<file path="config.mk">
export PLATFORM = sky130hd
export DESIGN_NAME = hazard_scoreboard
export DESIGN_NICKNAME = d
export VERILOG_FILES = /design/src/rtl/hazard_scoreboard.sv
export SDC_FILE = /design/constraint.sdc
export NUM_CORES = 1
export LEC_CHECK = 0
export ABC_AREA = 1
export BUFFER_PORTS_ARGS = -buffer_cell sky130_fd_sc_hd__buf_2
export CORE_UTILIZATION = 65
export DETAILED_ROUTE_END_ITERATION = 6
export GPL_ROUTABILITY_DRIVEN = 0
export GPL_TIMING_DRIVEN = 0
export PLACE_DENSITY = 0.85
export SKIP_CTS_REPAIR_TIMING = 1
export SLEW_MARGIN = 25
export SYNTH_ARGS = -nofsm -noshare
export SYNTH_HDL_FRONTEND = slang
export SYNTH_SLANG_ARGS = --single-unit
</file>
<file path="constraint.sdc">
create_clock -name clk -period 4.55 [get_ports clk]
set_input_delay 0.455 -clock clk [delete_from_list [all_inputs] [get_ports clk]]
set_output_delay 0.455 -clock clk [all_outputs]
set_load 0.005 [all_outputs]
</file>
<file path="src/rtl/hazard_scoreboard.sv">
`default_nettype none
// ============================================================================
// Module      : hazard_scoreboard
// Description : Register write-pending scoreboard for an in-order issue stage.
//               Holds one countdown per architectural register, flags RAW
//               (source) and WAW (destination) hazards combinationally,
//               reports forwardable operands and counts stalled cycles.
// Revision    : 1.0 - initial release
// ============================================================================
module hazard_scoreboard #(
  parameter int REG_AW  = 4,
  parameter int NUM_SRC = 3,
  parameter int LAT_W   = 3,
  parameter int CNT_W   = 16
) (
  input  logic                      clk,
  input  logic                      rst_n,
  input  logic                      issue_valid,
  input  logic [REG_AW-1:0]         issue_dest,
  input  logic                      issue_wb_en,
  input  logic [LAT_W-1:0]          issue_lat,
  input  logic [NUM_SRC*REG_AW-1:0] src_addr,
  input  logic [NUM_SRC-1:0]        src_used,
  input  logic                      fwd_en,
  input  logic                      flush,
  output logic                      stall,
  output logic [NUM_SRC-1:0]        fwd_hit,
  output logic                      busy,
  output logic [CNT_W-1:0]          stall_cycles
);

  localparam int               c_NUM_REGS = 1 << REG_AW;
  localparam logic [LAT_W-1:0] c_LAT_ONE  = LAT_W'(1);
  localparam logic [LAT_W-1:0] c_LAT_ZERO = '0;
  localparam logic [CNT_W-1:0] c_SC_MAX   = {CNT_W{1'b1}};

  // Per-register cycles remaining until the pending write completes.
  logic [LAT_W-1:0]     r_cnt [c_NUM_REGS];
  logic [CNT_W-1:0]     r_stall_cycles;

  logic [NUM_SRC-1:0]   w_src_haz;
  logic [NUM_SRC-1:0]   w_fwd_hit;
  logic [LAT_W-1:0]     w_dest_cnt;
  logic                 w_waw_haz;
  logic                 w_stall;
  logic                 w_accept;
  logic                 w_load;
  logic [c_NUM_REGS-1:0] w_pending;

  // --------------------------------------------------------------------------
  // Source (RAW) checks. Every source looks at the registered counter only,
  // so a source naming the instruction's own destination sees the value
  // before this issue, and duplicated sources naturally agree.
  // --------------------------------------------------------------------------
  generate
    for (genvar s = 0; s < NUM_SRC; s++) begin : g_src
      logic [REG_AW-1:0] w_addr;
      logic [LAT_W-1:0]  w_cnt;

      assign w_addr = src_addr[s*REG_AW +: REG_AW];
      assign w_cnt  = r_cnt[w_addr];

      // With forwarding, a write finishing this cycle (count of one) can be
      // bypassed, so only counts above one block the read.
      assign w_src_haz[s] = src_used[s] &&
                            (fwd_en ? (w_cnt > c_LAT_ONE) : (w_cnt != c_LAT_ZERO));

      assign w_fwd_hit[s] = issue_valid && src_used[s] && fwd_en &&
                            (w_cnt == c_LAT_ONE);
    end
  endgenerate

  // --------------------------------------------------------------------------
  // Destination (WAW) check: a new write may not complete before an older
  // write to the same register, otherwise the older value would win.
  // --------------------------------------------------------------------------
  assign w_dest_cnt = r_cnt[issue_dest];
  assign w_waw_haz  = issue_wb_en && (w_dest_cnt > issue_lat);

  // Stall is purely combinational and still reported during a flush cycle.
  assign w_stall  = issue_valid && ((|w_src_haz) || w_waw_haz);

  // Flush suppresses acceptance; a zero-latency or non-writing instruction
  // is accepted but leaves no entry behind.
  assign w_accept = issue_valid && !w_stall && !flush;
  assign w_load   = w_accept && issue_wb_en && (issue_lat != c_LAT_ZERO);

  // --------------------------------------------------------------------------
  // Counter array. Priority per register: reset, flush, new load, decrement.
  // The load replaces the decrement so a freshly issued write starts at its
  // full latency.
  // --------------------------------------------------------------------------
  generate
    for (genvar r = 0; r < c_NUM_REGS; r++) begin : g_reg
      logic w_hit;
      assign w_hit = w_load && (issue_dest == REG_AW'(r));

      // Countdown for register r.
      always_ff @(posedge clk or negedge rst_n) begin
        if (!rst_n) begin
          r_cnt[r] <= c_LAT_ZERO;
        end else if (flush) begin
          r_cnt[r] <= c_LAT_ZERO;
        end else if (w_hit) begin
          r_cnt[r] <= issue_lat;
        end else if (r_cnt[r] != c_LAT_ZERO) begin
          r_cnt[r] <= r_cnt[r] - c_LAT_ONE;
        end
      end

      assign w_pending[r] = (r_cnt[r] != c_LAT_ZERO);
    end
  endgenerate

  // --------------------------------------------------------------------------
  // Stall performance counter, saturating at all-ones.
  // --------------------------------------------------------------------------
  // Count every edge on which the issue stage is stalled.
  always_ff @(posedge clk or negedge rst_n) begin
    if (!rst_n) begin
      r_stall_cycles <= '0;
    end else if (w_stall && (r_stall_cycles != c_SC_MAX)) begin
      r_stall_cycles <= r_stall_cycles + CNT_W'(1);
    end
  end

  assign stall        = w_stall;
  assign fwd_hit      = w_fwd_hit;
  assign busy         = |w_pending;
  assign stall_cycles = r_stall_cycles;

endmodule
`default_nettype wire

</file>
* After elaboration in Yosys (flattened, before gate mapping)
Cells that the tools add are included.
Operators by class: bitwise gates (word level) 4, eq/ne operators 19, add/sub/neg operators 17, reduce and logical (&&, ||, !) cells 77, muxes and demuxes 63, magnitude comparators 8
Operators by type and width (number):
- $mux 3 | 56
- $reduce_bool 3->1 | 36
- $bmux 3 s4 | 4
- $sub 3x1->3 const B | 16
- $logic_and 1x1->1 | 35
- $eq 4x4->1 const B | 8
- $ge 5x5->1 const B | 4
- $not 4->5 | 4
- $add 16x1->16 const B | 1
- $eq 4x3->1 const B | 4
- $ne 16x16->1 const B | 1
- $reduce_or 16->1 | 1
- $eq 3x1->1 const B | 3
- $gt 3x1->1 const B | 3
- $eq 4x2->1 const B | 2
- $eq 4x1->1 const B | 1
- $logic_not 4->1 | 1
- $gt 3x3->1 | 1
- $mux 1 | 3
- $reduce_or 3->1 | 1
- $logic_not 1->1 | 2
- $logic_or 1x1->1 | 1
Word-level totals: register bits after elaboration 64, word-level logic and storage cells 205, bits of input ports 28

* Longest topological paths before layout
Gate-level depths: netlist of the first run.
depth after elaboration 18, gate-level depth with buffers 20

* Least setup slack after synthesis of the first run
OpenSTA, ideal clock, no wires.
kind in2reg, start in issue_dest[0], end reg r_cnt[35] (netlist name), setup time 0.117 ns, slack 1.649 ns, data arrival time 2.784 ns, stages on the path 19, path through or2_2 -> clkbuf_1 -> clkbuf_1 -> o22ai_1 -> o21ai_0 -> nand4_1 -> ha_1 -> a21oi_1 -> o21ai_0 -> nand3_1 -> nand2_1 -> nor2_2 -> buf_4 -> buf_12 -> nand3_4 -> nand3_1 -> inv_1 -> nand2_1 -> nand2_1
Between the ends: word-level cells in the longest chain between the ends 16, elaborated cells between the ends (all ways) 18, classes of those cells order compare: 1; eq/ne: 1; mux: 5; bitwise: 1; reduce/logical: 10
RTL lines:
- start, declared | line 19 | input logic [REG_AW-1:0] issue_dest,
- $not 4->5 (not written as such) | line 77 | assign w_dest_cnt = r_cnt[issue_dest];
- $bmux 3 s4 | line 77
- $mux 3 (not written as such) (2 in a row) | line 77
- $gt 3x3->1 | line 78 | assign w_waw_haz = issue_wb_en && (w_dest_cnt > issue_lat);
- $logic_and 1x1->1 | line 78
- $logic_or 1x1->1 | line 81 | assign w_stall = issue_valid && ((|w_src_haz) || w_waw_haz);
- $logic_and 1x1->1 | line 81
- $logic_not 1->1 | line 85 | assign w_accept = issue_valid && !w_stall && !flush;
- $logic_and 1x1->1 (2 in a row) | line 85
- $logic_and 1x1->1 (2 in a row) | line 86 | assign w_load = w_accept && issue_wb_en && (issue_lat != c_LAT_ZERO);
- $logic_and 1x1->1 * | line 96 | assign w_hit = w_load && (issue_dest == REG_AW'(r));
- $mux 3 | line 104 | end else if (w_hit) begin
- $mux 3 | line 102 | end else if (flush) begin
- end signal, assigned by index | line 101 | r_cnt[r] <= c_LAT_ZERO;
- end signal, assigned by index | line 103 | r_cnt[r] <= c_LAT_ZERO;
- end signal, assigned by index | line 105 | r_cnt[r] <= issue_lat;
- end, declared | line 38 | logic [LAT_W-1:0] r_cnt [c_NUM_REGS];
Mark *: on every way between the ends. The rest lies on a longest branch, timed or not. The select of a mux whose other input is x is not followed. A chain may end at the register's enable or synchronous reset.

* Final worst setup path of the first run
start in issue_dest[1], end out stall
Between the ends: word-level cells in the longest chain between the ends 8
RTL lines:
- $not 4->5 (not written as such) | line 77
- $bmux 3 s4 | line 77
- $mux 3 (not written as such) (2 in a row) | line 77
- $gt 3x3->1 | line 78
- $logic_and 1x1->1 | line 78
- $logic_or 1x1->1 | line 81
- $logic_and 1x1->1 | line 81
- end, declared | line 26 | output logic stall,
Every way passes these cells. The select of a mux whose other input is x is not followed.

==> impl_results.html, run 1 <==
<table>
<tr><th>Metric</th><th>Value</th></tr>
<tr><th colspan="2">Synthesis</th></tr>
<tr><td>Cell type contributing the most total cell area after synthesis</td><td>sky130_fd_sc_hd__dfrtp_1</td></tr>
<tr><td>Combined area of all synthesized cells</td><td>6220 µm²</td></tr>
<tr><td>Number of distinct standard cells referenced by the synthesized netlist</td><td>35</td></tr>
<tr><td>Post-synthesis instance total</td><td>978</td></tr>
<tr><td>Syn. warnings</td><td>0</td></tr>
<tr><td>Count of state elements after synthesis</td><td>64</td></tr>
<tr><td>Share of Yosys cell area claimed by the top area cell type</td><td>0.258</td></tr>
<tr><td>Post-synthesis sequential area ratio</td><td>0.258</td></tr>
<tr><td>Synth area leaders</td><td>sky130_fd_sc_hd__dfrtp_1, sky130_fd_sc_hd__nand2_1, sky130_fd_sc_hd__inv_1</td></tr>
<tr><td>Avg Synthesized Cell Area</td><td>6.36 µm²</td></tr>
<tr><td>Net count after synthesis</td><td>1042</td></tr>
<tr><th colspan="2">Power and ir drop</th></tr>
<tr><td>Largest vdd supply drop</td><td>0.335 mV</td></tr>
<tr><td>Power per standard cell area</td><td>516 nW/µm²</td></tr>
<tr><td>Leakage</td><td>3.61 nW</td></tr>
<tr><td>Overall power consumption</td><td>3.53 mW</td></tr>
<tr><th colspan="2">CTS</th></tr>
<tr><td>TritonCTS sink count</td><td>64</td></tr>
<tr><td>Number of clock buffers inserted by TritonCTS</td><td>9</td></tr>
<tr><td>Maximum clock path buffer count</td><td>2</td></tr>
<tr><td>TritonCTS clock tree</td><td>built</td></tr>
<tr><td>Clock latency on the worst-skew pair</td><td>360 ps</td></tr>
<tr><td>H-tree depth</td><td>3</td></tr>
<tr><td>Clock slew at the register clock pins of the worst setup and hold paths</td><td>80 ps</td></tr>
<tr><td>Root buffer selected by CTS</td><td>sky130_fd_sc_hd__clkbuf_8</td></tr>
<tr><th colspan="2">Floorplan</th></tr>
<tr><td>Height of the die</td><td>99.8 µm</td></tr>
<tr><td>Num ports</td><td>49</td></tr>
<tr><td>Core area</td><td>9240 µm²</td></tr>
<tr><td>Die Area</td><td>9960 µm²</td></tr>
<tr><td>Die X</td><td>99.8 µm</td></tr>
<tr><td>Initial Util</td><td>0.673</td></tr>
<tr><td>Number of rows in the core area</td><td>35</td></tr>
<tr><th colspan="2">Global route</th></tr>
<tr><td>Largest net degree at the start of global routing</td><td>43</td></tr>
<tr><td>Number of global-route vias before repair</td><td>6256</td></tr>
<tr><td>Antenna violations before repair</td><td>0</td></tr>
<tr><td>Remaining global-route overflow</td><td>0</td></tr>
<tr><td>First-pass GRT wire length</td><td>31600 µm</td></tr>
<tr><td>Global-route usage over all layers</td><td>0.411</td></tr>
<tr><th colspan="2">Worst setup path</th></tr>
<tr><td>Worst Setup Start Kind</td><td>input pin</td></tr>
<tr><td>Slowest stage cell on the critical path</td><td>sky130_fd_sc_hd__clkbuf_1</td></tr>
<tr><td>Worst r2r src</td><td>r_cnt[42]</td></tr>
<tr><td>CP delay by family, top</td><td>buffers and inverters</td></tr>
<tr><td>CP required</td><td>4090 ps</td></tr>
<tr><td>Worst-path maximum fanout</td><td>10</td></tr>
<tr><td>Path type of the worst setup path</td><td>in -&gt; out</td></tr>
<tr><td>CP cell instances</td><td>buf_2 -&gt; inv_1 -&gt; nor2_1 -&gt; inv_1 -&gt; clkbuf_1 -&gt; o22ai_1 -&gt; o21ai_0 -&gt; nand4_1 -&gt; ha_1 -&gt; nand2_1 -&gt; o21ai_0 -&gt; nand3_1 -&gt; nand2_1 -&gt; nor2_2 -&gt; nor2_1 -&gt; buf_2</td></tr>
<tr><td>Data arrival, critical path</td><td>3120 ps</td></tr>
<tr><td>Peak per-stage delay on the critical path</td><td>460 ps</td></tr>
<tr><td>Worst path bufs/invs</td><td>5</td></tr>
<tr><td>R2R cell count</td><td>16</td></tr>
<tr><td>Number of logic stages on the critical path including buffering</td><td>16</td></tr>
<tr><td>Capture instance of the worst register-to-register path</td><td>stall_cycles[6]</td></tr>
<tr><td>Category of the worst setup path capture point</td><td>output pin</td></tr>
<tr><td>Register-to-Register Setup Slack</td><td>1550 ps</td></tr>
<tr><th colspan="2">STA</th></tr>
<tr><td>Final period utilization</td><td>0.785</td></tr>
<tr><td>Setup repair after global routing missed its margin</td><td>no</td></tr>
<tr><td>Worst-case headroom to the max-slew limit</td><td>0.446</td></tr>
<tr><td>FMAX</td><td>280 MHz</td></tr>
<tr><td>Sum Neg Setup Slack</td><td>0 ps</td></tr>
<tr><td>Hold violation total from the final report</td><td>21</td></tr>
<tr><td>Setup Skew</td><td>15.5 ps</td></tr>
<tr><td>Post-layout min period</td><td>3570 ps</td></tr>
<tr><td>Final number of max-transition violations</td><td>0</td></tr>
<tr><td>Setup Viol. Count Final</td><td>0</td></tr>
<tr><td>Transition time of the tightest slew-check pin</td><td>832 ps</td></tr>
<tr><td>Final hold slack</td><td>-10.6 ps</td></tr>
<tr><th colspan="2">Finish</th></tr>
<tr><td>Area growth from synthesis to layout</td><td>10.0%</td></tr>
<tr><td>Share of layout cells above drive strength 1</td><td>0.107</td></tr>
<tr><td>Leading cell types in the layout, fill and taps excluded</td><td>sky130_fd_sc_hd__nand2_1, sky130_fd_sc_hd__inv_1, sky130_fd_sc_hd__nand3_1</td></tr>
<tr><td>Number of antenna diodes</td><td>0</td></tr>
<tr><td>Net count of the finished layout</td><td>1096</td></tr>
<tr><td>Leading cell type in the layout, fill and taps excluded</td><td>sky130_fd_sc_hd__nand2_1</td></tr>
<tr><td>Final-layout fill cell count</td><td>823</td></tr>
<tr><th colspan="2">Drt</th></tr>
<tr><td>DRC violations left</td><td>0</td></tr>
<tr><td>Drt first-iter violations</td><td>930</td></tr>
<tr><td>Pre-Repair DR Iteration Count</td><td>6</td></tr>
<tr><td>Number of nets with antenna violations after routing</td><td>0</td></tr>
<tr><td>Final wirelength</td><td>19600 µm</td></tr>
<tr><td>Avg Vias per Cell</td><td>5.91</td></tr>
<tr><td>Wirelength per Cell</td><td>16.8 µm</td></tr>
<tr><td>Via count</td><td>6887</td></tr>
<tr><th colspan="2">Job</th></tr>
<tr><td>Number of max-cap violations</td><td>0</td></tr>
<tr><th colspan="2">Status</th></tr>
<tr><td>Violations in the final reports</td><td>negative hold slack</td></tr>
<tr><td>Result of the run</td><td>finished, violations left</td></tr>
<tr><th colspan="2">Placement</th></tr>
<tr><td>Half-perimeter wire length of the detailed placement result</td><td>14500 µm</td></tr>
<tr><td>Count of input and output buffers</td><td>42</td></tr>
<tr><th colspan="2">Worst hold path</th></tr>
<tr><td>Kind of path behind the tightest hold check</td><td>in -&gt; async</td></tr>
</table>
==> Yosys cell counts <==
| master | n |
|---|---|
| sky130_fd_sc_hd__nand2_1 | 372 |
| sky130_fd_sc_hd__inv_1 | 130 |
| sky130_fd_sc_hd__nand3_1 | 94 |
| sky130_fd_sc_hd__dfrtp_1 | 64 |
| sky130_fd_sc_hd__nand4_1 | 58 |
| sky130_fd_sc_hd__o21ai_0 | 57 |
| sky130_fd_sc_hd__nor2_1 | 39 |
| sky130_fd_sc_hd__ha_1 | 36 |
| sky130_fd_sc_hd__o22ai_1 | 20 |
| sky130_fd_sc_hd__buf_2 | 15 |
| sky130_fd_sc_hd__clkbuf_1 | 13 |
| sky130_fd_sc_hd__nand3_4 | 12 |
| sky130_fd_sc_hd__a21oi_4 | 10 |
| sky130_fd_sc_hd__a21oi_1 | 8 |
| sky130_fd_sc_hd__o21ai_1 | 7 |
| sky130_fd_sc_hd__buf_4 | 6 |
| sky130_fd_sc_hd__nor3_1 | 6 |
| sky130_fd_sc_hd__xnor2_1 | 4 |
| sky130_fd_sc_hd__xor2_1 | 4 |
| sky130_fd_sc_hd__nor3b_1 | 3 |
| sky130_fd_sc_hd__a21oi_2 | 2 |
| sky130_fd_sc_hd__a22oi_1 | 2 |
| sky130_fd_sc_hd__buf_1 | 2 |
| sky130_fd_sc_hd__inv_2 | 2 |
| sky130_fd_sc_hd__o221ai_1 | 2 |
| sky130_fd_sc_hd__a221oi_1 | 1 |
| sky130_fd_sc_hd__buf_12 | 1 |
| sky130_fd_sc_hd__buf_6 | 1 |
| sky130_fd_sc_hd__clkinv_1 | 1 |
| sky130_fd_sc_hd__nand3b_1 | 1 |
| sky130_fd_sc_hd__nor2_2 | 1 |
| sky130_fd_sc_hd__nor4_1 | 1 |
| sky130_fd_sc_hd__o211ai_1 | 1 |
| sky130_fd_sc_hd__or2_2 | 1 |
| sky130_fd_sc_hd__or4_1 | 1 |
==> layout make-up <==
type | count | area (µm²) | share of cell area
sequential | 64 | 1600 | 0.234
multi-input combinational | 743 | 3910 | 0.571
timing repair buffer | 43 | 233 | 0.0340
tap | 129 | 161 | 0.0236
clock buffer | 9 | 124 | 0.0181
inverter | 133 | 499 | 0.0730
buffer | 38 | 209 | 0.0305
clock inverter | 7 | 105 | 0.0154
==> through the flow <==
| step | hold WS [ps] | utilization | area (µm²) | setup WS [ps] | cells |
|---|---|---|---|---|---|
| CTS | 0.325 | 0.740 | 6840 | 1090 | 1166 |
| detailed placement | 376 | 0.716 | 6610 | 905 | 1150 |
| global route | 8.08 | 0.740 | 6840 | 825 | 1166 |
| finish | -10.6 | 0.740 | 6840 | 978 | 1166 |
| global placement | 462 | 0.713 | 6590 | 933 | 1149 |
| floorplan | 159 | - | 6220 | 1650 | 978 |
==> kinds of logic after synthesis <==
family	after synthesis	share of synthesized area
AND/OR/NAND/NOR	589	0.430
buffers and inverters	171	0.114
adder cells (fa/ha/maj)	36	0.0725
XOR/XNOR	8	0.0113
flip-flops	64	0.258
AO/OA/AOI/OAI	110	0.115
==> where the power goes <==
group,total [mW],switching [mW],internal (mW)
logic,2.03,1.32,0.703
registers,0.920,0.170,0.750
clock network,0.582,0.267,0.315
total,3.53,1.76,1.77
==> state kept, by name, indices dropped and copies added, names as in the netlist <==
name	cells
stall_cycles	16
r_cnt	48
==> per-layer routing <==
metal,routed length (µm),vias up,GRT usage
met5,0,-,0
met4,945,0,0.216
met3,2360,98,0.0877
met2,8500,457,0.622
met1,7840,3020,0.553
li1,-,3312,-
==> worst max path at each step <==
stage / from / to / slack [ps]
floorplan: issue_dest[0] / r_cnt[35] / 1650
global placement: issue_dest[1] / stall_cycles[3] / 930
detailed placement: issue_dest[1] / stall_cycles[6] / 900
CTS: issue_dest[1] / stall / 1090
global route: issue_dest[1] / stall / 830
finish: issue_dest[1] / stall / 980
Power figures use the tool's default switching activity.
==> run 2: changes to the inputs <==
--- a/config.mk
+++ b/config.mk
@@ -7,11 +7,11 @@
 export LEC_CHECK = 0
 export ABC_AREA = 1
 export BUFFER_PORTS_ARGS = -buffer_cell sky130_fd_sc_hd__buf_2
-export CORE_UTILIZATION = 65
+export CORE_UTILIZATION = 62
 export DETAILED_ROUTE_END_ITERATION = 6
 export GPL_ROUTABILITY_DRIVEN = 0
 export GPL_TIMING_DRIVEN = 0
-export PLACE_DENSITY = 0.85
+export PLACE_DENSITY = 0.82
 export SKIP_CTS_REPAIR_TIMING = 1
 export SLEW_MARGIN = 25
 export SYNTH_ARGS = -nofsm -noshare
==> constraint.sdc (replaced) <==
create_clock -name clk -period 3.71 [get_ports clk]
set_input_delay 0.371 -clock clk [delete_from_list [all_inputs] [get_ports clk]]
set_output_delay 0.371 -clock clk [all_outputs]
set_load 0.005 [all_outputs]
==> run 2 against run 1 <==
Against the previous run:
- the flow finishes with violations (design-rule violations)
- hold slack gained 430 ps
- via count grew 2.4%
- flip-flop and latch count is the same
- clock power grew 35%
- die area grew 4.7%
- cell count grew 0.43%
- power grew 25%
- global-route usage shrank 0.14 points
- highest routed layer unchanged
==> impl_results.html, run 2 (synthesized netlist as in run 1, its figures left out) <==
<table>
<tr><th>Metric</th><th>Value</th></tr>
<tr><th colspan="2">Floorplan</th></tr>
<tr><td>Number of rows in the core area</td><td>36</td></tr>
<tr><td>Height of the die</td><td>102 µm</td></tr>
<tr><td>Core area</td><td>9730 µm²</td></tr>
<tr><td>Die Area</td><td>10400 µm²</td></tr>
<tr><td>Num ports</td><td>49</td></tr>
<tr><td>Die X</td><td>102 µm</td></tr>
<tr><td>Initial Util</td><td>0.639</td></tr>
<tr><th colspan="2">Global route</th></tr>
<tr><td>First-pass GRT wire length</td><td>32200 µm</td></tr>
<tr><td>Remaining global-route overflow</td><td>0</td></tr>
<tr><td>Largest net degree at the start of global routing</td><td>41</td></tr>
<tr><td>Antenna violations before repair</td><td>0</td></tr>
<tr><td>Number of global-route vias before repair</td><td>6228</td></tr>
<tr><td>Global-route usage over all layers</td><td>0.409</td></tr>
<tr><th colspan="2">Power and ir drop</th></tr>
<tr><td>Leakage</td><td>3.63 nW</td></tr>
<tr><td>Clock share of power</td><td>0.178</td></tr>
<tr><td>Largest vdd supply drop</td><td>0.496 mV</td></tr>
<tr><td>Switching fraction of total power</td><td>0.493</td></tr>
<tr><td>Share of power burned in combinational logic</td><td>0.566</td></tr>
<tr><td>Sequential cell fraction of total power</td><td>0.256</td></tr>
<tr><td>Power per standard cell area</td><td>642 nW/µm²</td></tr>
<tr><td>Total internal power</td><td>2.24 mW</td></tr>
<tr><td>Sw Pwr</td><td>2.18 mW</td></tr>
<tr><th colspan="2">Finish</th></tr>
<tr><td>Number of flip-flops in the largest register</td><td>48</td></tr>
<tr><td>Area taken by multi-input logic gates</td><td>3910 µm²</td></tr>
<tr><td>FF+latch area</td><td>1600 µm²</td></tr>
<tr><td>Net count of the finished layout</td><td>1097</td></tr>
<tr><td>Leading cell types in the layout, fill and taps excluded</td><td>sky130_fd_sc_hd__nand2_1, sky130_fd_sc_hd__inv_1, sky130_fd_sc_hd__nand3_1</td></tr>
<tr><td>Non-Filler Cell Area, Final</td><td>6880 µm²</td></tr>
<tr><td>Area growth from synthesis to layout</td><td>10.6%</td></tr>
<tr><td>Number of antenna diodes</td><td>0</td></tr>
<tr><td>Share of layout cells above drive strength 1</td><td>0.107</td></tr>
<tr><td>Register with the highest flop count</td><td>r_cnt</td></tr>
<tr><td>Final Util</td><td>0.707</td></tr>
<tr><td>Final-layout fill cell count</td><td>898</td></tr>
<tr><td>Leading cell type in the layout, fill and taps excluded</td><td>sky130_fd_sc_hd__nand2_1</td></tr>
<tr><th colspan="2">STA</th></tr>
<tr><td>Setup Skew</td><td>17.0 ps</td></tr>
<tr><td>Final hold slack</td><td>421 ps</td></tr>
<tr><td>Worst-case headroom to the max-slew limit</td><td>0.474</td></tr>
<tr><td>Final period utilization</td><td>0.934</td></tr>
<tr><td>Final number of max-transition violations</td><td>0</td></tr>
<tr><td>Sum Neg Setup Slack</td><td>0 ps</td></tr>
<tr><td>Transition time of the tightest slew-check pin</td><td>789 ps</td></tr>
<tr><td>Setup Viol. Count Final</td><td>0</td></tr>
<tr><td>Setup repair after global routing missed its margin</td><td>no</td></tr>
<tr><td>Hold violation total from the final report</td><td>0</td></tr>
<tr><td>Post-layout min period</td><td>3460 ps</td></tr>
<tr><td>FMAX</td><td>289 MHz</td></tr>
<tr><td>Final worst-path setup slack</td><td>245 ps</td></tr>
<tr><th colspan="2">Placement</th></tr>
<tr><td>Count of input and output buffers</td><td>42</td></tr>
<tr><td>Half-perimeter wire length of the detailed placement result</td><td>14700 µm</td></tr>
<tr><td>DP Worst Slack</td><td>167 ps</td></tr>
<tr><td>Dpl cell area</td><td>6620 µm²</td></tr>
<tr><th colspan="2">CTS</th></tr>
<tr><td>H-tree depth</td><td>3</td></tr>
<tr><td>Root buffer selected by CTS</td><td>sky130_fd_sc_hd__clkbuf_8</td></tr>
<tr><td>Clock latency on the worst-skew pair</td><td>370 ps</td></tr>
<tr><td>TritonCTS clock tree</td><td>built</td></tr>
<tr><td>Maximum clock path buffer count</td><td>2</td></tr>
<tr><td>TritonCTS sink count</td><td>64</td></tr>
<tr><td>Number of clock buffers inserted by TritonCTS</td><td>9</td></tr>
<tr><td>Clock slew at the register clock pins of the worst setup and hold paths</td><td>90 ps</td></tr>
<tr><th colspan="2">Status</th></tr>
<tr><td>Result of the run</td><td>finished, violations left</td></tr>
<tr><td>Violations in the final reports</td><td>design-rule violations</td></tr>
<tr><th colspan="2">Worst setup path</th></tr>
<tr><td>Worst-path maximum fanout</td><td>10</td></tr>
<tr><td>Category of the worst setup path capture point</td><td>output pin</td></tr>
<tr><td>Worst Setup Start Kind</td><td>input pin</td></tr>
<tr><td>Data arrival, critical path</td><td>3090 ps</td></tr>
<tr><td>R2R cell count</td><td>16</td></tr>
<tr><td>Register-to-Register Setup Slack</td><td>700 ps</td></tr>
<tr><td>Capture instance of the worst register-to-register path</td><td>stall_cycles[6]</td></tr>
<tr><td>CP required</td><td>3340 ps</td></tr>
<tr><td>Critical path origin</td><td>issue_dest[1]</td></tr>
<tr><td>Capturing element of the worst setup path</td><td>stall</td></tr>
<tr><td>Path type of the worst setup path</td><td>in -&gt; out</td></tr>
<tr><td>Worst r2r src</td><td>r_cnt[24]</td></tr>
<tr><th colspan="2">Drt</th></tr>
<tr><td>Via count</td><td>7051</td></tr>
<tr><td>DRC violations left</td><td>1</td></tr>
<tr><td>Number of nets with antenna violations after routing</td><td>0</td></tr>
<tr><td>Final wirelength</td><td>20100 µm</td></tr>
<tr><td>Pre-Repair DR Iteration Count</td><td>7</td></tr>
<tr><td>Drt first-iter violations</td><td>881</td></tr>
<tr><td>Avg Vias per Cell</td><td>6.02</td></tr>
<tr><td>Wirelength per Cell</td><td>17.1 µm</td></tr>
<tr><th colspan="2">Worst hold path</th></tr>
<tr><td>Worst Hold Launch</td><td>flush</td></tr>
<tr><td>Kind of path behind the tightest hold check</td><td>in -&gt; reg</td></tr>
<tr><th colspan="2">Job</th></tr>
<tr><td>Number of max-cap violations</td><td>0</td></tr>
</table>
## run 2: cell count changes in the layout (fill, tap and decap cells not counted)
cell	previous run	this run
sky130_fd_sc_hd__bufinv_16	2	3
sky130_fd_sc_hd__clkinv_4	3	1
sky130_fd_sc_hd__clkinvlp_4	1	0
sky130_fd_sc_hd__dlygate4sd3_1	0	1
sky130_fd_sc_hd__inv_6	0	3
sky130_fd_sc_hd__inv_8	1	0
## run 2: power groups by stage
stage	clock, mW	sequential, mW	combinational (mW)
after detailed placement	0	1.13	2.39
final	0.787	1.13	2.50
after global placement	0	1.13	2.34
after CTS	0.796	1.12	2.42
after global routing	0.823	1.15	2.83
after floorplan	0	1.07	1.79
## run 2: area by class of cell
class,count,area share
Clock inverter,7,0.0182
Buffer,38,0.0304
Clock buffer,9,0.0180
Sequential cell,64,0.233
Timing Repair Buffer,44,0.0353
Multi-Input combinational cell,743,0.568
Inverter,133,0.0726
Tap cell,133,0.0242
## run 2: stage by stage
stage	total power [mW]	std cells
after floorplan	2.86	978
after global placement	3.46	1153
after detailed placement	3.52	1154
after CTS	4.34	1170
after global routing	4.80	1171
final	4.41	1171
## run 2: metal layers
layer,up-vias,global-route usage,part of all wire
li1,3325,-,-
met1,3135,0.541,0.40
met2,495,0.605,0.44
met3,96,0.111,0.12
met4,0,0.232,0.049
met5,-,0,0
## run 2: critical path: stages
cell                       delay [ps]
sky130_fd_sc_hd__buf_2            120
sky130_fd_sc_hd__inv_1             70
sky130_fd_sc_hd__nor2_1            60
sky130_fd_sc_hd__inv_1            160
sky130_fd_sc_hd__clkbuf_1         490
sky130_fd_sc_hd__o22ai_1          150
sky130_fd_sc_hd__o21ai_0          310
sky130_fd_sc_hd__nand4_1          140
sky130_fd_sc_hd__ha_1             330
sky130_fd_sc_hd__nand2_1           60
sky130_fd_sc_hd__o21ai_0          150
sky130_fd_sc_hd__nand3_1           90
sky130_fd_sc_hd__nand2_1           80
sky130_fd_sc_hd__nor2_2            50
sky130_fd_sc_hd__nor2_1           300
sky130_fd_sc_hd__buf_2            190
## run 2: how the worst min path moves through the flow
stage	to	slack (ps)	depth (start not counted)
after global routing	r_cnt[32]	440	4
after global placement	r_cnt[39]	460	2
after detailed placement	r_cnt[27]	310	1
after CTS	r_cnt[19]	-90	1
after floorplan	r_cnt[0]	80	0
final	r_cnt[31]	420	4
==> run 3: changes to the inputs <==
--- a/config.mk
+++ b/config.mk
@@ -12,6 +12,7 @@
 export GPL_ROUTABILITY_DRIVEN = 0
 export GPL_TIMING_DRIVEN = 0
 export PLACE_DENSITY = 0.82
+export SETUP_SLACK_MARGIN = 0.5
 export SKIP_CTS_REPAIR_TIMING = 1
 export SLEW_MARGIN = 25
 export SYNTH_ARGS = -nofsm -noshare
==> constraint.sdc (replaced) <==
create_clock -name clk -period 3.35 [get_ports clk]
set_input_delay 0.335 -clock clk [delete_from_list [all_inputs] [get_ports clk]]
set_output_delay 0.335 -clock clk [all_outputs]
set_load 0.005 [all_outputs]
==> run 3 against run 2 <==
Against the previous run:
- the flow still finishes with violations (design-rule violations)
- combinational power up 17%
- count of clock-buffer cells in the layout unchanged
- register-to-register slack got worse by 60 ps
- utilization rose by 2.2 points
- die area stayed put
- clock skew about the same
- via count increased by 1.6%
- non-clock buffer count increased by 10
- largest cell class unchanged
- highest routed layer unchanged
==> impl_results.html, run 3 (synthesized netlist as in run 1, its figures left out) <==
<table>
<tr><th>Metric</th><th>Value</th></tr>
<tr><th colspan="2">Status</th></tr>
<tr><td>Result of the run</td><td>finished, violations left</td></tr>
<tr><td>Violations in the final reports</td><td>design-rule violations</td></tr>
<tr><th colspan="2">Power and ir drop</th></tr>
<tr><td>Leakage</td><td>3.70 nW</td></tr>
<tr><td>Largest vdd supply drop</td><td>0.586 mV</td></tr>
<tr><td>Overall power consumption</td><td>5.08 mW</td></tr>
<tr><td>Power per standard cell area</td><td>716 nW/µm²</td></tr>
<tr><th colspan="2">Global route</th></tr>
<tr><td>Remaining global-route overflow</td><td>0</td></tr>
<tr><td>First-pass GRT wire length</td><td>32200 µm</td></tr>
<tr><td>Number of global-route vias before repair</td><td>6228</td></tr>
<tr><td>Largest net degree at the start of global routing</td><td>41</td></tr>
<tr><td>Met3 Use GR</td><td>0.111</td></tr>
<tr><td>Global-route usage over all layers</td><td>0.409</td></tr>
<tr><td>GR met1 Demand/Resource</td><td>0.541</td></tr>
<tr><td>Antenna violations before repair</td><td>0</td></tr>
<tr><td>Met2 usage</td><td>0.605</td></tr>
<tr><td>Layer with the highest usage after global routing</td><td>met2</td></tr>
<tr><th colspan="2">Finish</th></tr>
<tr><td>Count of non-filler cells in the finished layout</td><td>1181</td></tr>
<tr><td>Share of layout cells above drive strength 1</td><td>0.148</td></tr>
<tr><td>Leading cell types in the layout, fill and taps excluded</td><td>sky130_fd_sc_hd__nand2_1, sky130_fd_sc_hd__inv_1, sky130_fd_sc_hd__nand3_1</td></tr>
<tr><td>Number of flip-flops in the largest register</td><td>48</td></tr>
<tr><td>Net count of the finished layout</td><td>1107</td></tr>
<tr><td>Area growth from synthesis to layout</td><td>14.1%</td></tr>
<tr><td>Area taken by multi-input logic gates</td><td>3970 µm²</td></tr>
<tr><td>Final Util</td><td>0.729</td></tr>
<tr><td>Final-layout fill cell count</td><td>858</td></tr>
<tr><td>Number of antenna diodes</td><td>0</td></tr>
<tr><td>FF+latch area</td><td>1610 µm²</td></tr>
<tr><td>Register with the highest flop count</td><td>r_cnt</td></tr>
<tr><td>Leading cell type in the layout, fill and taps excluded</td><td>sky130_fd_sc_hd__nand2_1</td></tr>
<tr><th colspan="2">Worst setup path</th></tr>
<tr><td>Data arrival, critical path</td><td>2450 ps</td></tr>
<tr><td>Capture instance of the worst register-to-register path</td><td>r_cnt[45]</td></tr>
<tr><td>Worst-path maximum fanout</td><td>6</td></tr>
<tr><td>Worst Setup Start Kind</td><td>flop</td></tr>
<tr><td>Critical path origin</td><td>r_cnt[42]</td></tr>
<tr><td>Path type of the worst setup path</td><td>reg -&gt; out</td></tr>
<tr><td>R2R cell count</td><td>17</td></tr>
<tr><td>Register-to-Register Setup Slack</td><td>640 ps</td></tr>
<tr><td>Worst r2r src</td><td>r_cnt[5]</td></tr>
<tr><td>CP required</td><td>3010 ps</td></tr>
<tr><td>Capturing element of the worst setup path</td><td>stall</td></tr>
<tr><td>Category of the worst setup path capture point</td><td>output pin</td></tr>
<tr><th colspan="2">Drt</th></tr>
<tr><td>DRC violations left</td><td>2</td></tr>
<tr><td>Final wirelength</td><td>20700 µm</td></tr>
<tr><td>Via count</td><td>7164</td></tr>
<tr><td>Number of nets with antenna violations after routing</td><td>0</td></tr>
<tr><td>Avg Vias per Cell</td><td>6.07</td></tr>
<tr><td>Pre-Repair DR Iteration Count</td><td>7</td></tr>
<tr><td>Wirelength per Cell</td><td>17.5 µm</td></tr>
<tr><td>Drt first-iter violations</td><td>954</td></tr>
<tr><th colspan="2">Worst hold path</th></tr>
<tr><td>Kind of path behind the tightest hold check</td><td>in -&gt; reg</td></tr>
<tr><th colspan="2">STA</th></tr>
<tr><td>Post-layout min period</td><td>2780 ps</td></tr>
<tr><td>Final hold slack</td><td>397 ps</td></tr>
<tr><td>Setup Viol. Count Final</td><td>0</td></tr>
<tr><td>Worst-case headroom to the max-slew limit</td><td>0.422</td></tr>
<tr><td>Sum Neg Setup Slack</td><td>0 ps</td></tr>
<tr><td>Setup repair after global routing missed its margin</td><td>no</td></tr>
<tr><td>Hold violation total from the final report</td><td>0</td></tr>
<tr><td>Transition time of the tightest slew-check pin</td><td>867 ps</td></tr>
<tr><td>Final period utilization</td><td>0.831</td></tr>
<tr><td>FMAX</td><td>359 MHz</td></tr>
<tr><td>Final number of max-transition violations</td><td>0</td></tr>
<tr><td>Setup Skew</td><td>16.9 ps</td></tr>
<tr><th colspan="2">CTS</th></tr>
<tr><td>TritonCTS clock tree</td><td>built</td></tr>
<tr><td>Clock latency on the worst-skew pair</td><td>380 ps</td></tr>
<tr><td>H-tree depth</td><td>3</td></tr>
<tr><td>TritonCTS sink count</td><td>64</td></tr>
<tr><td>Maximum clock path buffer count</td><td>2</td></tr>
<tr><td>Number of clock buffers inserted by TritonCTS</td><td>9</td></tr>
<tr><td>Root buffer selected by CTS</td><td>sky130_fd_sc_hd__clkbuf_8</td></tr>
<tr><td>Clock slew at the register clock pins of the worst setup and hold paths</td><td>90 ps</td></tr>
<tr><th colspan="2">Floorplan</th></tr>
<tr><td>Die X</td><td>102 µm</td></tr>
<tr><td>Die Area</td><td>10400 µm²</td></tr>
<tr><td>Height of the die</td><td>102 µm</td></tr>
<tr><td>Initial Util</td><td>0.639</td></tr>
<tr><td>Number of rows in the core area</td><td>36</td></tr>
<tr><td>Core area</td><td>9730 µm²</td></tr>
<tr><td>Num ports</td><td>49</td></tr>
<tr><th colspan="2">Placement</th></tr>
<tr><td>Post-Place Cells</td><td>1154</td></tr>
<tr><td>Half-perimeter wire length of the detailed placement result</td><td>14700 µm</td></tr>
<tr><td>Count of input and output buffers</td><td>42</td></tr>
<tr><th colspan="2">Job</th></tr>
<tr><td>Number of max-cap violations</td><td>0</td></tr>
</table>
run 3: power breakdown:
group / switching (mW) / leakage [nW] / total [mW] / internal, mW
sequential: 0.242 / 0.837 / 1.26 / 1.02
clock: 0.374 / 0.125 / 0.878 / 0.504
combinational: 1.88 / 2.74 / 2.93 / 1.06
run 3: worst min-delay path by stage:
stage / depth (start not counted) / start / slack (ps) / endpoint
CTS: 1 / rst_n / -130 / r_cnt[19]
detailed placement: 1 / rst_n / 280 / r_cnt[27]
global placement: 2 / r_cnt[39] / 460 / r_cnt[39]
finish: 4 / flush / 400 / r_cnt[31]
global route: 4 / flush / 430 / r_cnt[32]
floorplan: 0 / rst_n / 40 / r_cnt[0]
run 3: through the flow:
step	instance area, µm²	worst slack (ps)
floorplan	6220	569
global placement	6590	-175
detailed placement	6620	-157
CTS	6870	130
global route	7090	411
finish	7090	567
run 3: critical path, cell delays in order, from the launching register on:
cell and delay, ps:
sky130_fd_sc_hd__dfrtp_1 390, sky130_fd_sc_hd__inv_2 160, sky130_fd_sc_hd__o22ai_1 120, sky130_fd_sc_hd__o21ai_0 200, sky130_fd_sc_hd__nand2_1 100, sky130_fd_sc_hd__a221oi_2 210
sky130_fd_sc_hd__ha_1 280, sky130_fd_sc_hd__nand3_1 70, sky130_fd_sc_hd__nand3_1 80, sky130_fd_sc_hd__nand2_1 110, sky130_fd_sc_hd__nor2_4 70, sky130_fd_sc_hd__nor2_4 140
sky130_fd_sc_hd__buf_2 140
run 3: per-layer routing:
layer  vias to the layer above  wire [µm]
met3                       123       2470
li1                       3349          -
met4                         0       1110
met1                      3196       8200
met5                         -          0
met2                       496       8920
run 3: layout make-up:
type / count / share of cell area
Timing Repair Buffer: 54 / 0.0478
Sequential cell: 64 / 0.226
Inverter: 133 / 0.0718
Buffer: 38 / 0.0355
Tap cell: 133 / 0.0235
Clock inverter: 7 / 0.0176
Multi-Input combinational cell: 743 / 0.560
Clock buffer: 9 / 0.0175
